File: config.mk
export PLATFORM = sky130hd
export DESIGN_NAME = timer_bank
export DESIGN_NICKNAME = d
export VERILOG_FILES = /design/src/rtl/timer_bank_pkg.sv /design/src/rtl/timer_channel.sv /design/src/rtl/timer_bank.sv
export SDC_FILE = /design/constraint.sdc
export NUM_CORES = 2
export LEC_CHECK = 0
export BUFFER_PORTS_ARGS = -buffer_cell sky130_fd_sc_hd__buf_4
export CAP_MARGIN = 40
export CORE_ASPECT_RATIO = 2
export CORE_UTILIZATION = 50
export CTS_CLUSTER_DIAMETER = 200
export CTS_CLUSTER_SIZE = 30
export DETAILED_ROUTE_END_ITERATION = 12
export GPL_TIMING_DRIVEN = 1
export PLACE_DENSITY = 0.66
export SYNTH_ARGS = -nofsm -noshare
export SYNTH_HDL_FRONTEND = slang
export SYNTH_HIERARCHICAL = 1
export SYNTH_SLANG_ARGS = --single-unit
File: constraint.sdc
create_clock -name clk -period 4.2 [get_ports clk]
set_input_delay 0.21 -clock clk [delete_from_list [all_inputs] [get_ports clk]]
set_output_delay 0.21 -clock clk [all_outputs]
set_load 0.01 [all_outputs]
File: src/rtl/timer_bank_pkg.sv
// timer_bank_pkg: register map, CTRL bit positions and channel FSM states shared by the timer bank.
// Latency/backpressure: n/a (constants and pure helper functions only).
// The optional PWM output is controlled by TIMER_PWM_EN in the modules that import this package.
package timer_bank_pkg;

    localparam logic [7:0] CH_STRIDE    = 8'h10;
    localparam logic [3:0] OFF_CTRL     = 4'h0;
    localparam logic [3:0] OFF_PRESCALE = 4'h4;
    localparam logic [3:0] OFF_COUNT    = 4'h8;
    localparam logic [3:0] OFF_COMPARE  = 4'hC;
    localparam logic [7:0] ADDR_STATUS  = 8'hF0;
    localparam logic [7:0] ADDR_ID      = 8'hF4;

    localparam int CTRL_EN     = 0;
    localparam int CTRL_RELOAD = 1;
    localparam int CTRL_IE     = 2;

    typedef enum logic {
        CH_IDLE = 1'b0,
        CH_RUN  = 1'b1
    } ch_state_e;

    function automatic logic [31:0] be_mask(input logic [3:0] be);
        logic [31:0] m;
        for (int b = 0; b < 4; b++) begin
            m[8*b +: 8] = {8{be[b]}};
        end
        return m;
    endfunction

    function automatic logic [31:0] merge_be(input logic [31:0] old_val,
                                             input logic [31:0] new_val,
                                             input logic [3:0]  be);
        logic [31:0] m;
        m = be_mask(be);
        return (old_val & ~m) | (new_val & m);
    endfunction

endpackage

File: src/rtl/timer_channel.sv
// timer_channel: one prescaled up-counter with compare match and IDLE/RUN control; pwm output only with TIMER_PWM_EN.
// Latency: writes and ticks act at the clock edge; match is a combinational pulse in the tick cycle.
// Backpressure: none; a COUNT or CTRL write always wins over a coincident tick.
module timer_channel
    import timer_bank_pkg::*;
#(
    parameter int CNT_WIDTH = 32,
    parameter int PRE_WIDTH = 16
) (
    input  logic        clk,
    input  logic        reset,
    input  logic        wr_ctrl,
    input  logic        wr_prescale,
    input  logic        wr_count,
    input  logic        wr_compare,
    input  logic [31:0] data_in,
    input  logic [3:0]  byte_select,
    output logic [31:0] ctrl_rd,
    output logic [31:0] prescale_rd,
    output logic [31:0] count_rd,
    output logic [31:0] compare_rd,
    output logic        ie,
    output logic        match
`ifdef TIMER_PWM_EN
    ,
    output logic        pwm
`endif
);

    ch_state_e            state;
    ch_state_e            state_nxt;
    logic                 reload;
    logic                 en;
    logic [PRE_WIDTH-1:0] prescale;
    logic [PRE_WIDTH-1:0] pre;
    logic [CNT_WIDTH-1:0] count;
    logic [CNT_WIDTH-1:0] compare;
    logic [2:0]           ctrl_new;
    logic                 tick;
    logic                 tick_ok;
    logic                 at_compare;
    logic                 start;

    assign en         = (state == CH_RUN);
    assign ctrl_new   = 3'(merge_be(ctrl_rd, data_in, byte_select));
    assign tick       = en && (pre == prescale);
    // A same-cycle COUNT/CTRL write swallows the tick and any match it would cause.
    assign tick_ok    = tick && !wr_ctrl && !wr_count;
    assign at_compare = (count == compare);
    assign match      = tick_ok && at_compare;
    assign start      = (state == CH_IDLE) && (state_nxt == CH_RUN);

    always_comb begin
        ctrl_rd              = '0;
        ctrl_rd[CTRL_EN]     = en;
        ctrl_rd[CTRL_RELOAD] = reload;
        ctrl_rd[CTRL_IE]     = ie;
    end

    assign prescale_rd = 32'(prescale);
    assign count_rd    = 32'(count);
    assign compare_rd  = 32'(compare);

    always_ff @(posedge clk or posedge reset) begin
        if (reset) begin
            state <= CH_IDLE;
        end else begin
            state <= state_nxt;
        end
    end

    always_comb begin
        state_nxt = state;
        case (state)
            CH_IDLE: begin
                if (wr_ctrl && ctrl_new[CTRL_EN]) begin
                    state_nxt = CH_RUN;
                end
            end
            CH_RUN: begin
                if (wr_ctrl && !ctrl_new[CTRL_EN]) begin
                    state_nxt = CH_IDLE;
                end else if (match && !reload) begin
                    state_nxt = CH_IDLE;
                end
            end
            default: state_nxt = CH_IDLE;
        endcase
    end

    always_ff @(posedge clk or posedge reset) begin
        if (reset) begin
            pre <= '0;
        end else if ((state_nxt == CH_IDLE) || start || tick) begin
            pre <= '0;
        end else begin
            pre <= pre + 1'b1;
        end
    end

    always_ff @(posedge clk or posedge reset) begin
        if (reset) begin
            ie       <= 1'b0;
            reload   <= 1'b0;
            prescale <= '0;
            compare  <= '0;
            count    <= '0;
        end else begin
            if (wr_ctrl) begin
                ie     <= ctrl_new[CTRL_IE];
                reload <= ctrl_new[CTRL_RELOAD];
            end
            if (wr_prescale) begin
                prescale <= PRE_WIDTH'(merge_be(prescale_rd, data_in, byte_select));
            end
            if (wr_compare) begin
                compare <= CNT_WIDTH'(merge_be(compare_rd, data_in, byte_select));
            end
            if (wr_count) begin
                count <= CNT_WIDTH'(merge_be(count_rd, data_in, byte_select));
            end else if (tick_ok) begin
                if (at_compare) begin
                    if (reload) begin
                        count <= '0;
                    end
                end else begin
                    count <= count + 1'b1;
                end
            end
        end
    end

`ifdef TIMER_PWM_EN
    always_ff @(posedge clk or posedge reset) begin
        if (reset) begin
            pwm <= 1'b0;
        end else begin
            pwm <= en && (count < compare);
        end
    end
`endif

endmodule

File: src/rtl/timer_bank.sv
// timer_bank: memory-mapped bank of NUM_CH prescaled compare timers with W1C status and irq; pwm_out with TIMER_PWM_EN.
// Latency: writes act at the clock edge; data_out is registered, valid the cycle after ren and held until the next ren.
// Backpressure: none; every bus access completes in one cycle.
module timer_bank
    import timer_bank_pkg::*;
#(
    parameter int NUM_CH    = 4,
    parameter int CNT_WIDTH = 32,
    parameter int PRE_WIDTH = 16
) (
    input  logic              clk,
    input  logic              reset,
    input  logic              ren,
    input  logic              wen,
    input  logic [7:0]        address,
    input  logic [31:0]       data_in,
    input  logic [3:0]        byte_select,
    output logic [31:0]       data_out,
    output logic [NUM_CH-1:0] irq,
    output logic              irq_any
`ifdef TIMER_PWM_EN
    ,
    output logic [NUM_CH-1:0] pwm_out
`endif
);

    logic [3:0]        ch_sel;
    logic [3:0]        reg_off;
    logic              status_hit;
    logic              id_hit;
    logic              unused_addr;
    logic [31:0]       rd_data;
    logic [NUM_CH-1:0] pending;
    logic [NUM_CH-1:0] ch_ie;
    logic [NUM_CH-1:0] ch_match;
    logic [31:0]       ch_ctrl     [NUM_CH];
    logic [31:0]       ch_prescale [NUM_CH];
    logic [31:0]       ch_count    [NUM_CH];
    logic [31:0]       ch_compare  [NUM_CH];

    assign ch_sel      = address[7:4];
    assign reg_off     = {address[3:2], 2'b00};
    assign status_hit  = (address[7:2] == ADDR_STATUS[7:2]);
    assign id_hit      = (address[7:2] == ADDR_ID[7:2]);
    assign unused_addr = ^address[1:0];

    for (genvar i = 0; i < NUM_CH; i++) begin : g_ch
        logic sel;
        assign sel = wen && (ch_sel == 4'(i));

        timer_channel #(
            .CNT_WIDTH (CNT_WIDTH),
            .PRE_WIDTH (PRE_WIDTH)
        ) u_ch (
            .clk         (clk),
            .reset       (reset),
            .wr_ctrl     (sel && (reg_off == OFF_CTRL)),
            .wr_prescale (sel && (reg_off == OFF_PRESCALE)),
            .wr_count    (sel && (reg_off == OFF_COUNT)),
            .wr_compare  (sel && (reg_off == OFF_COMPARE)),
            .data_in     (data_in),
            .byte_select (byte_select),
            .ctrl_rd     (ch_ctrl[i]),
            .prescale_rd (ch_prescale[i]),
            .count_rd    (ch_count[i]),
            .compare_rd  (ch_compare[i]),
            .ie          (ch_ie[i]),
            .match       (ch_match[i])
`ifdef TIMER_PWM_EN
            ,
            .pwm         (pwm_out[i])
`endif
        );
    end

    // A match in the same cycle as its W1C keeps the bit set.
    always_ff @(posedge clk or posedge reset) begin
        if (reset) begin
            pending <= '0;
        end else if (wen && status_hit) begin
            pending <= (pending & ~NUM_CH'(data_in & be_mask(byte_select))) | ch_match;
        end else begin
            pending <= pending | ch_match;
        end
    end

    always_comb begin
        rd_data = '0;
        if (status_hit) begin
            rd_data = 32'(pending);
        end else if (id_hit) begin
            rd_data = {16'h0000, 8'(CNT_WIDTH), 8'(NUM_CH)};
        end else begin
            for (int i = 0; i < NUM_CH; i++) begin
                if (ch_sel == 4'(i)) begin
                    case (reg_off)
                        OFF_CTRL:     rd_data = ch_ctrl[i];
                        OFF_PRESCALE: rd_data = ch_prescale[i];
                        OFF_COUNT:    rd_data = ch_count[i];
                        OFF_COMPARE:  rd_data = ch_compare[i];
                        default:      rd_data = '0;
                    endcase
                end
            end
        end
    end

    always_ff @(posedge clk or posedge reset) begin
        if (reset) begin
            data_out <= '0;
        end else if (ren) begin
            data_out <= rd_data;
        end
    end

    assign irq     = pending & ch_ie;
    assign irq_any = |irq;

endmodule

==> impl_metrics.toml <==
[drt]
vias_per_cell = 6.24
drtIter0Drc = 1646
wire_per_inst_um = 26.7
firstDrtPassIters = 8
wl_mm = 95.1
ant_nets = 0
num_vias = 22234
drcViolationCount = 0

[setup_path]
end_kind = "flop"
crit_chain = "xnor2_1 -> nand4_1 -> or4_4 -> nor4_4 -> and2_1 -> nand4_1 -> a22oi_1"
worstSetupStartpointType = "flop"
crit_fanout = 10
slowest_stage = "nor4_4"
cpPeakStageDelay_ps = 700
reg2reg_slack_ps = 810
crit_top_cell = "nand4_1"
cp.required_ps = 4680
path_class = "reg -> reg"
arrival_ps = 3870
rr_worst_depth = 7

[placed_design]
hpwlAfterDp_mm = 71.7
port_buffers = 82
gp_congestion = 1.02
placed_cells = 3523

[logic_synthesis]
seq_area_frac_synth = 0.382
yosysTopAreaCellShare = 0.382
yosysWarnings = 6
async_flop_share = 1.00
syn_area_mm2 = 0.0283
synth_ff_type = "dfrtp_1"
avgSynthCellArea_um2 = 10.2
synth_cell_types = 66
yosysTopAreaCell = "dfrtp_1"
netlist_top_cells_count = "432 x dfrtp_1, 256 x nand2_1, 215 x mux2_2"
synth_top_cells_by_area = "dfrtp_1 38%, mux2_2 8.6%, xnor2_1 6.6%"
syn_inst = 2781
synth-edff-count = 0
synth_most_common_cell = "dfrtp_1"
yosys_register_bits = 432

[global_route]
grt_max_degree = 66
grt_pass1_wl_mm = 142
use_met2 = 0.579
grt-busiest-layer = "met2"
grt_pass1_vias = 22803
globalRouteOverflowTotal = 0
grt_use_met3 = 0.0325
grt_usage = 0.337
grtUsageMet1 = 0.362
grt_antenna_before_repair = 3

[power_and_ir_drop]
irDropWorstVdd_mv = 0.236
powerDensity_mw_per_mm2 = 305
power_mw = 9.00
p_leak_nw = 12.5

[die]
die_y_um = 338
dieArea_mm2 = 0.0576
io_pins = 85
die_w_um = 170
rows = 123
start_util = 0.505
coreArea_mm2 = 0.0560

[sta]
final_period_minus_worst_setup_slack_ps = 3390
timing.fmax_ghz = 0.295
drv_slew = 0
rsz0062_at_grt = "false"
skew_ps = 46.9
setup_viol_count_final = 0
maxSlewHeadroom = 0.383
fin_crit_sh = 0.807
hold_viol_final = 0
tightestPinTransition_ps = 921
finalSetupTns_ps = 0

[layout]
layout.nets = 2867
area_growth_pct = 4.46
nFillCells = 5206
instances_no_fill = 3563
post-route-util = 0.527
drive_gt1_frac = 0.175

[clock_tree]
clockBufferDepth = 3
cts.clk_slew.worst_paths_ps = 120
tritoncts = "built"
cts_setup_buffers = 0
htreeDepth = 1
numClockSinks = 432
cts_resized = 0
root_buffer = "clkbuf_16"
worstSkewPairLatency_ps = 600
cts_buffers = 18

[status]
status = "complete, no violations"

[worst_hold_path]
holdPathStages = 3
worstHoldStart = "data_in[2]"
hp-class = "in -> reg"

[run]
drv_cap = 0
## per-stage QoR
step | hold WS, ps | area [µm²] | setup slack [ps]
finish | 27.8 | 29500 | 809
global placement | 346 | 28800 | 1040
floorplan | 333 | 28900 | 1400
CTS | 1.26 | 29500 | 947
global route | 26.8 | 29500 | 724
detailed placement | 199 | 28900 | 1010
## how the worst max path moves through the flow
stage	from	endpoint	slack, ps	cells after the start
floorplan	reset	asynchronous set/reset pin	1400	1
CTS	flop	flop	950	7
detailed placement	flop	flop	1010	8
finish	flop	flop	810	7
global placement	flop	flop	1040	8
global route	flop	flop	720	8
## critical path, delay by kind of cell (launching register included)
| kind | cells | cell delay [ps] |
|---|---|---|
| compound gates | 1 | 240 |
| simple gates | 5 | 2250 |
| xor+xnor | 1 | 230 |
| flops | 1 | 540 |
## area by class of cell
class,instances,area (µm²),area share
Sequential cell,432,10800,0.366
Tap cell,750,938,0.0318
Clock buffer,18,450,0.0153
Antenna cell,2,5.00,0.000169
Inverter,49,194,0.00657
Multi-Input combinational cell,2155,15800,0.536
Clock inverter,2,36.3,0.00123
Timing Repair Buffer,155,1260,0.0425
## cells in the final DEF, fill, tap and decap left out, types with 24 or more instances in the layout
cell type	Yosys	layout
a21o_1	29	29
inv_1	49	44
nand3_1	108	108
o31ai_1	32	32
xnor2_1	212	212
nor2b_1	40	39
conb_1	4	180
dfrtp_1	432	432
nand4_1	66	66
xor2_1	36	36
mux2_2	215	215
o211ai_1	28	28
o22ai_1	24	24
o21ai_0	80	80
and3_1	48	48
mux2i_1	107	107
and2_1	50	50
nor2_1	136	136
a21oi_1	79	79
nand2_1	256	256
a221o_1	28	28
mux4_2	77	77
nor3_1	32	32
a22oi_1	61	61
buf_4	205	133
## cell families (layout without fill, tap and decap cells)
logic type      Yosys count  after routing  share of synthesized area
buf+inv                 370            224                     0.0811
compound gates          497            497                      0.124
flops                   432            432                      0.382
fa+ha+maj                 8              8                    0.00354
xor+xnor                248            248                     0.0768
mux                     399            399                      0.185
other cells               4            182                   0.000531
simple gates            823            823                      0.146
## repair_timing
action	CTS	global route
endpoints found under the hold margin	282	0
endpoints found under the setup margin	0	0
hold buffers	17	0
## routing by layer
| layer | wire [µm] | vias to the layer above |
|---|---|---|
| met1 | 32400 | 11135 |
| met5 | 0 | - |
| met3 | 4810 | 345 |
| met2 | 47800 | 939 |
| met4 | 10200 | 0 |
| li1 | - | 9815 |
## power by group
group	switching, mW	internal (mW)
registers	0.439	4.45
logic	1.09	0.819
clock network	1.40	0.803
total	2.92	6.07
Power figures use the tool's default switching activity.
